--- config.mk ---
export PLATFORM = sky130hd
export DESIGN_NAME = online_digit_feeder
export DESIGN_NICKNAME = d
export VERILOG_FILES = /design/src/rtl/online_pkg.sv /design/src/rtl/digit_shift_reg.sv /design/src/rtl/online_digit_feeder.sv
export SDC_FILE = /design/constraint.sdc
export NUM_CORES = 1
export LEC_CHECK = 0
export CAP_MARGIN = 20
export CORE_MARGIN = 2
export CORE_UTILIZATION = 50
export DETAILED_ROUTE_END_ITERATION = 6
export PLACE_DENSITY = 0.79
export SLEW_MARGIN = 20
export SYNTH_ARGS = -nofsm -noshare
export SYNTH_HDL_FRONTEND = slang
export SYNTH_HIERARCHICAL = 1
export SYNTH_SLANG_ARGS = --single-unit
--- constraint.sdc ---
create_clock -name clk -period 2.6 [get_ports clk]
set_input_delay 0.52 -clock clk [delete_from_list [all_inputs] [get_ports clk]]
set_output_delay 0.52 -clock clk [all_outputs]
set_load 0.05 [all_outputs]
--- src/rtl/online_pkg.sv ---
// online_pkg: shared digit encodings, feeder states and digit normalisation
package online_pkg;

    localparam logic [1:0] DIGIT_POS  = 2'b01;
    localparam logic [1:0] DIGIT_NEG  = 2'b10;
    localparam logic [1:0] DIGIT_ZERO = 2'b00;

    typedef enum logic [1:0] {
        FEED_IDLE,
        FEED_SEND,
        FEED_FLUSH
    } feed_state_e;

    // A raw {neg,pos}=11 pair is worth zero and goes out as the canonical 00
    function automatic logic [1:0] norm_digit(input logic neg, input logic pos);
        return (neg && pos) ? DIGIT_ZERO :
               neg          ? DIGIT_NEG  :
               pos          ? DIGIT_POS  : DIGIT_ZERO;
    endfunction

endpackage

--- src/rtl/digit_shift_reg.sv ---
// digit_shift_reg: borrow-save pos/neg word pair with parallel load and shift-left
module digit_shift_reg
    import online_pkg::*;
#(
    parameter int UNROLLING = 64
) (
    input  logic                 clk,
    input  logic                 asyn_reset_n,
    input  logic                 load_i,
    input  logic                 shift_i,
    input  logic [UNROLLING-1:0] pos_i,
    input  logic [UNROLLING-1:0] neg_i,
    output logic [1:0]           msb_o
);

    logic [UNROLLING-1:0] pos_q, neg_q;

    // Load has priority; a shift moves the next digit into the MSB position
    always_ff @(posedge clk or negedge asyn_reset_n) begin
        if (!asyn_reset_n) begin
            pos_q <= '0;
            neg_q <= '0;
        end else if (load_i) begin
            pos_q <= pos_i;
            neg_q <= neg_i;
        end else if (shift_i) begin
            pos_q <= {pos_q[UNROLLING-2:0], 1'b0};
            neg_q <= {neg_q[UNROLLING-2:0], 1'b0};
        end
    end

    assign msb_o = norm_digit(neg_q[UNROLLING-1], pos_q[UNROLLING-1]);

endmodule

--- src/rtl/online_digit_feeder.sv ---
// online_digit_feeder: streams a borrow-save operand pair MSB-first into the online multiplier
module online_digit_feeder
    import online_pkg::*;
#(
    parameter int UNROLLING    = 64,
    parameter int ONLINE_DELAY = 2,
    parameter int ADDR_WIDTH   = 7
) (
    input  logic                  clk,
    input  logic                  asyn_reset_n,
    input  logic                  load_valid,
    output logic                  load_ready,
    input  logic [UNROLLING-1:0]  x_pos,
    input  logic [UNROLLING-1:0]  x_neg,
    input  logic [UNROLLING-1:0]  y_pos,
    input  logic [UNROLLING-1:0]  y_neg,
    input  logic                  digit_ready,
    output logic                  digit_valid,
    output logic [1:0]            x_digit,
    output logic [1:0]            y_digit,
    output logic                  last_digit,
    output logic                  wr_en,
    output logic [ADDR_WIDTH-1:0] wr_addr,
    output logic [3:0]            wr_data,
    output logic                  done,
    output logic                  enc_err
);

    localparam int CW       = $clog2(UNROLLING + ONLINE_DELAY);
    localparam int PAD_LAST = (ONLINE_DELAY > 0) ? ONLINE_DELAY - 1 : 0;
    localparam logic [CW-1:0] SEND_LAST   = CW'(UNROLLING - 1);
    localparam logic [CW-1:0] SEND_PENULT = CW'(UNROLLING - 2);
    localparam logic [CW-1:0] FLUSH_LAST  = CW'(PAD_LAST);

    feed_state_e           state_q, state_d;
    logic [CW-1:0]         cnt_q, cnt_d;
    logic                  digit_valid_q, digit_valid_d;
    logic [1:0]            x_digit_q, x_digit_d, y_digit_q, y_digit_d;
    logic                  last_q, last_d;
    logic                  wr_en_q, wr_en_d;
    logic [ADDR_WIDTH-1:0] wr_addr_q, wr_addr_d;
    logic [3:0]            wr_data_q, wr_data_d;
    logic                  done_q, done_d;
    logic                  enc_err_q, enc_err_d;
    logic                  load_fire, shift_en, accept, enc_bad;
    logic [1:0]            x_msb, y_msb;

    // The shift registers are loaded pre-shifted: digit 0 goes straight into the
    // output register, so the register MSB is always the digit presented next.
    digit_shift_reg #(.UNROLLING(UNROLLING)) u_x_sr (
        .clk          (clk),
        .asyn_reset_n (asyn_reset_n),
        .load_i       (load_fire),
        .shift_i      (shift_en),
        .pos_i        ({x_pos[UNROLLING-2:0], 1'b0}),
        .neg_i        ({x_neg[UNROLLING-2:0], 1'b0}),
        .msb_o        (x_msb)
    );

    digit_shift_reg #(.UNROLLING(UNROLLING)) u_y_sr (
        .clk          (clk),
        .asyn_reset_n (asyn_reset_n),
        .load_i       (load_fire),
        .shift_i      (shift_en),
        .pos_i        ({y_pos[UNROLLING-2:0], 1'b0}),
        .neg_i        ({y_neg[UNROLLING-2:0], 1'b0}),
        .msb_o        (y_msb)
    );

    assign accept  = digit_valid_q && digit_ready;
    assign enc_bad = (|(x_pos & x_neg)) || (|(y_pos & y_neg));

    // State register
    always_ff @(posedge clk or negedge asyn_reset_n) begin
        if (!asyn_reset_n) state_q <= FEED_IDLE;
        else               state_q <= state_d;
    end

    // Next state, counter and registered-output next values
    always_comb begin
        state_d       = state_q;
        cnt_d         = cnt_q;
        digit_valid_d = digit_valid_q;
        x_digit_d     = x_digit_q;
        y_digit_d     = y_digit_q;
        last_d        = last_q;
        wr_en_d       = 1'b0;
        wr_addr_d     = wr_addr_q;
        wr_data_d     = wr_data_q;
        done_d        = 1'b0;
        enc_err_d     = enc_err_q;
        load_fire     = 1'b0;
        shift_en      = 1'b0;
        case (state_q)
            FEED_IDLE: begin
                if (load_valid) begin
                    load_fire     = 1'b1;
                    state_d       = FEED_SEND;
                    cnt_d         = '0;
                    digit_valid_d = 1'b1;
                    x_digit_d     = norm_digit(x_neg[UNROLLING-1], x_pos[UNROLLING-1]);
                    y_digit_d     = norm_digit(y_neg[UNROLLING-1], y_pos[UNROLLING-1]);
                    last_d        = 1'b0;
                    enc_err_d     = enc_err_q || enc_bad;
                end
            end
            FEED_SEND: begin
                if (accept) begin
                    shift_en  = 1'b1;
                    wr_en_d   = 1'b1;
                    wr_addr_d = ADDR_WIDTH'(cnt_q);
                    wr_data_d = {x_digit_q, y_digit_q};
                    if (cnt_q == SEND_LAST) begin
                        cnt_d     = '0;
                        x_digit_d = DIGIT_ZERO;
                        y_digit_d = DIGIT_ZERO;
                        if (ONLINE_DELAY == 0) begin
                            state_d       = FEED_IDLE;
                            digit_valid_d = 1'b0;
                            last_d        = 1'b0;
                            done_d        = 1'b1;
                        end else begin
                            state_d = FEED_FLUSH;
                            last_d  = (ONLINE_DELAY == 1);
                        end
                    end else begin
                        cnt_d     = cnt_q + CW'(1);
                        x_digit_d = x_msb;
                        y_digit_d = y_msb;
                        last_d    = (ONLINE_DELAY == 0) && (cnt_q == SEND_PENULT);
                    end
                end
            end
            FEED_FLUSH: begin
                if (accept) begin
                    if (last_q) begin
                        state_d       = FEED_IDLE;
                        cnt_d         = '0;
                        digit_valid_d = 1'b0;
                        last_d        = 1'b0;
                        done_d        = 1'b1;
                    end else begin
                        cnt_d  = cnt_q + CW'(1);
                        last_d = (cnt_q + CW'(1)) == FLUSH_LAST;
                    end
                end
            end
            default: state_d = FEED_IDLE;
        endcase
    end

    // Counter and registered outputs
    always_ff @(posedge clk or negedge asyn_reset_n) begin
        if (!asyn_reset_n) begin
            cnt_q         <= '0;
            digit_valid_q <= 1'b0;
            x_digit_q     <= DIGIT_ZERO;
            y_digit_q     <= DIGIT_ZERO;
            last_q        <= 1'b0;
            wr_en_q       <= 1'b0;
            wr_addr_q     <= '0;
            wr_data_q     <= '0;
            done_q        <= 1'b0;
            enc_err_q     <= 1'b0;
        end else begin
            cnt_q         <= cnt_d;
            digit_valid_q <= digit_valid_d;
            x_digit_q     <= x_digit_d;
            y_digit_q     <= y_digit_d;
            last_q        <= last_d;
            wr_en_q       <= wr_en_d;
            wr_addr_q     <= wr_addr_d;
            wr_data_q     <= wr_data_d;
            done_q        <= done_d;
            enc_err_q     <= enc_err_d;
        end
    end

    assign load_ready  = (state_q == FEED_IDLE);
    assign digit_valid = digit_valid_q;
    assign x_digit     = x_digit_q;
    assign y_digit     = y_digit_q;
    assign last_digit  = last_q;
    assign wr_en       = wr_en_q;
    assign wr_addr     = wr_addr_q;
    assign wr_data     = wr_data_q;
    assign done        = done_q;
    assign enc_err     = enc_err_q;

endmodule
==> results.json <==
{
  "cpMaxStageDelayCell": "dlygate4sd2_1",
  "via_count": 11568,
  "avgSynthCellArea_um2": 10.6,
  "whs_ps": 488,
  "crit_path_start_kind": "flop",
  "worst-r2r-setup-slack_ps": 370,
  "initial_core_util": 0.507,
  "root_buffer": "clkbuf_16",
  "finalSetupViolations": 0,
  "seq_area_frac_synth": 0.508,
  "rows": 61,
  "drtIter0Drc": 1356,
  "crit_arrival_ps": 1850,
  "stdcell_area_um2": 18100,
  "power.switching_mw": 6.79,
  "final_common_cell": "dfrtp_1",
  "p_comb_frac": 0.365,
  "multiInputGateArea_um2": 6100,
  "ir_drop_v": 0.000504,
  "finalNonFillerCells": 1998,
  "hold_start": "enc_err",
  "maxSlewViolCount": 0,
  "final_cell_mix": "285 x dfrtp_1, 278 x clkdlybuf4s50_1, 268 x nand2_1",
  "grt_max_degree": 92,
  "netlist-cell-type-count": 41,
  "max_cap_viol_count": 0,
  "antenna_left": 0,
  "rsz0062_at_grt": "no",
  "finalWeightedCongestion": 0.955,
  "status": "finished, final reports clean",
  "nNetsFinal": 1861,
  "fillCellCount": 2167,
  "clkSlewWorstSetupHoldPaths_ps": 60,
  "finalHoldViolations": 0,
  "grt_pass1_wl_um": 67200,
  "syn2layout_area_growth_pct": 29.3,
  "dieWidth_um": 172,
  "drt-wirelength-per-cell_um": 22.9,
  "grt_remaining_overflow": 0,
  "power.leakage_nw": 7.50,
  "pre_cts_ws_ps": -12.3,
  "end_kind": "output pin",
  "ys_seq_elements": 285,
  "relSlewSlack": 0.590,
  "cp_cell_sequence": "inv_1 -> ha_1 -> dlygate4sd2_1",
  "drc": 0,
  "path_max_fanout": 5,
  "antenna_found_initial": 7,
  "whs_endpoint": "enc_err",
  "fin_ws_ps": 232,
  "dpl.cell_count": 1940,
  "fmax_mhz": 422,
  "reg2regPathDepth": 8,
  "synth_top_area_share": 0.508,
  "htree_num_levels": 1,
  "syn-cell-area_um2": 14000,
  "die_h_um": 172,
  "swShare": 0.357,
  "r2r_start": "state_q[1]",
  "clockBufferDepth": 3,
  "p_per_area_nw_per_um2": 1050,
  "avgViaCountPerCell": 5.79,
  "top_layer": "met5",
  "hold_depth": 1,
  "critPathRequiredTime_ps": 2080,
  "place_area_um2": 17100,
  "wl_met1_um": 18900,
  "hpwl_um": 35200,
  "wl_met2_um": 20900,
  "min_period_over_period": 0.911,
  "rr_endpoint": "u_y_sr/neg_q[34]",
  "synth.top_cells.by_area": "dfrtp_1 51%, mux2i_1 18%, o21ai_1 8.5%",
  "hp-class": "reg -> reg",
  "first_pass_iters": 6,
  "clock-sinks": 285,
  "port_buffers": 280,
  "internal_power_mw": 12.2,
  "worst_pin_slew_ps": 614,
  "cpPeakStageDelay_ps": 550,
  "routed_wl_um": 45700,
  "fin_crit_ps": 2370,
  "clock_power_share": 0.229,
  "die_area_um2": 29400,
  "syn_inst": 1327,
  "crit_type": "reg -> out",
  "cts_buffers": 30,
  "p_total_mw": 19.0,
  "synth_top_cell_by_area": "dfrtp_1",
  "io_pins": 281,
  "finClkSkew_ps": 21.9,
  "design.core.area_um2": 27700,
  "seqCellArea_um2": 7130,
  "track_usage": 0.309,
  "cts_tree": "yes",
  "seqPwrFrac": 0.407,
  "drive_gt1_frac": 0.0632,
  "clk_latency_ps": 570,
  "yosysWarnings": 6,
  "route.met3.wl_um": 3550,
  "grt_pass1_vias": 11561
}
-- cells by family (layout without fill, tap and decap cells) --
family	Yosys count	after routing	share of synthesized area
buffers and inverters	95	379	0.0585
xor gates and xnor gates	2	2	0.00125
other	1	10	0.000267
AOI/OAI and AO/OA	353	353	0.145
muxes	262	262	0.188
DFF	285	285	0.508
and+or+nand+nor	323	323	0.0939
adders and majority gates	6	6	0.00535
-- power groups by stage --
| stage | Combinational (mW) | Sequential [mW] | Clock, mW |
|---|---|---|---|
| floorplan | 4.97 | 7.58 | 0 |
| global placement | 6.59 | 7.64 | 0 |
| detailed placement | 6.85 | 7.73 | 0 |
| CTS | 6.89 | 7.68 | 4.39 |
| global route | 7.61 | 7.91 | 4.58 |
| finish | 6.93 | 7.74 | 4.35 |
-- cells in the mapped netlist --
cell	count
xnor2_1	1
nand2b_1	6
a22o_1	20
xor2_1	1
mux2_1	1
buf_6	2
nor2_1	11
a21oi_1	9
a22oi_1	28
nor3b_1	2
buf_12	26
o31a_4	1
a2bb2oi_1	1
nor2_2	1
buf_4	4
nand3_1	7
nor2b_1	8
a21o_1	2
nor3_1	1
nand2_1	268
mux2i_1	252
and3_1	2
a221oi_1	19
dfrtp_1	285
clkbuf_1	47
o21ai_1	239
o31ai_1	1
conb_1	1
o41ai_1	1
inv_1	7
o211ai_4	1
ha_1	6
nand3_2	1
nand4_1	11
o21ai_0	28
o21ai_2	2
o32ai_1	1
mux2_2	9
buf_2	9
nor4_1	3
or3_1	2
-- per-layer routing --
layer	GRT usage	up-vias
li1	-	5254
met4	0.154	2
met3	0.0612	111
met1	0.417	5681
met5	0	-
met2	0.476	520
-- worst max path at each step --
stage / end / from / slack, ps / depth (start not counted)
after CTS: load_ready / state_q[1] / 210 / 3
after global placement: enc_err / x_neg[20] / 80 / 7
after floorplan: u_x_sr/pos_q[45] / digit_valid / 410 / 7
final: load_ready / state_q[1] / 230 / 3
after detailed placement: enc_err / x_neg[20] / -10 / 7
after global routing: load_ready / state_q[1] / 120 / 3
-- stage by stage --
stage	TNS [ps]	utilization
after detailed placement	-12.3	0.618
after global routing	0	0.655
after floorplan	0	-
after global placement	0	0.618
final	0	0.655
after CTS	0	0.655
-- cell type report --
class | instances | share of cell area
clock buffers | 47 | 0.0510
repair buffers | 321 | 0.187
flip-flops and latches | 285 | 0.393
inverters | 7 | 0.00228
clock inverters | 4 | 0.00386
diodes | 6 | 0.000827
well taps | 378 | 0.0261
multi-input cells | 950 | 0.336
-- timing repair --
item                                   4_1_cts  5_1_grt
hold buffers                                 1        0
setup endpoints to repair                    1        0
gates resized for setup                      1        0
setup buffers                                0        0
endpoints found under the hold margin       68        0
-- registers in the layout, indices dropped and copies added, names as in the netlist, 2 cells and up --
name / count
x_digit: 2
wr_addr: 7
u_y_sr/pos_q: 64
wr_data: 4
u_x_sr/neg_q: 64
u_y_sr/neg_q: 64
u_x_sr/pos_q: 64
state_q: 2
cnt_q: 7
y_digit: 2
-- worst max-delay path: cells and delay by family, from the launching register on --
kind / cells / cell delay (ps)
buf+inv: 2 / 650
fa+ha+maj: 1 / 220
flops: 1 / 430
Note: power is estimated with default switching activity, not from simulation.
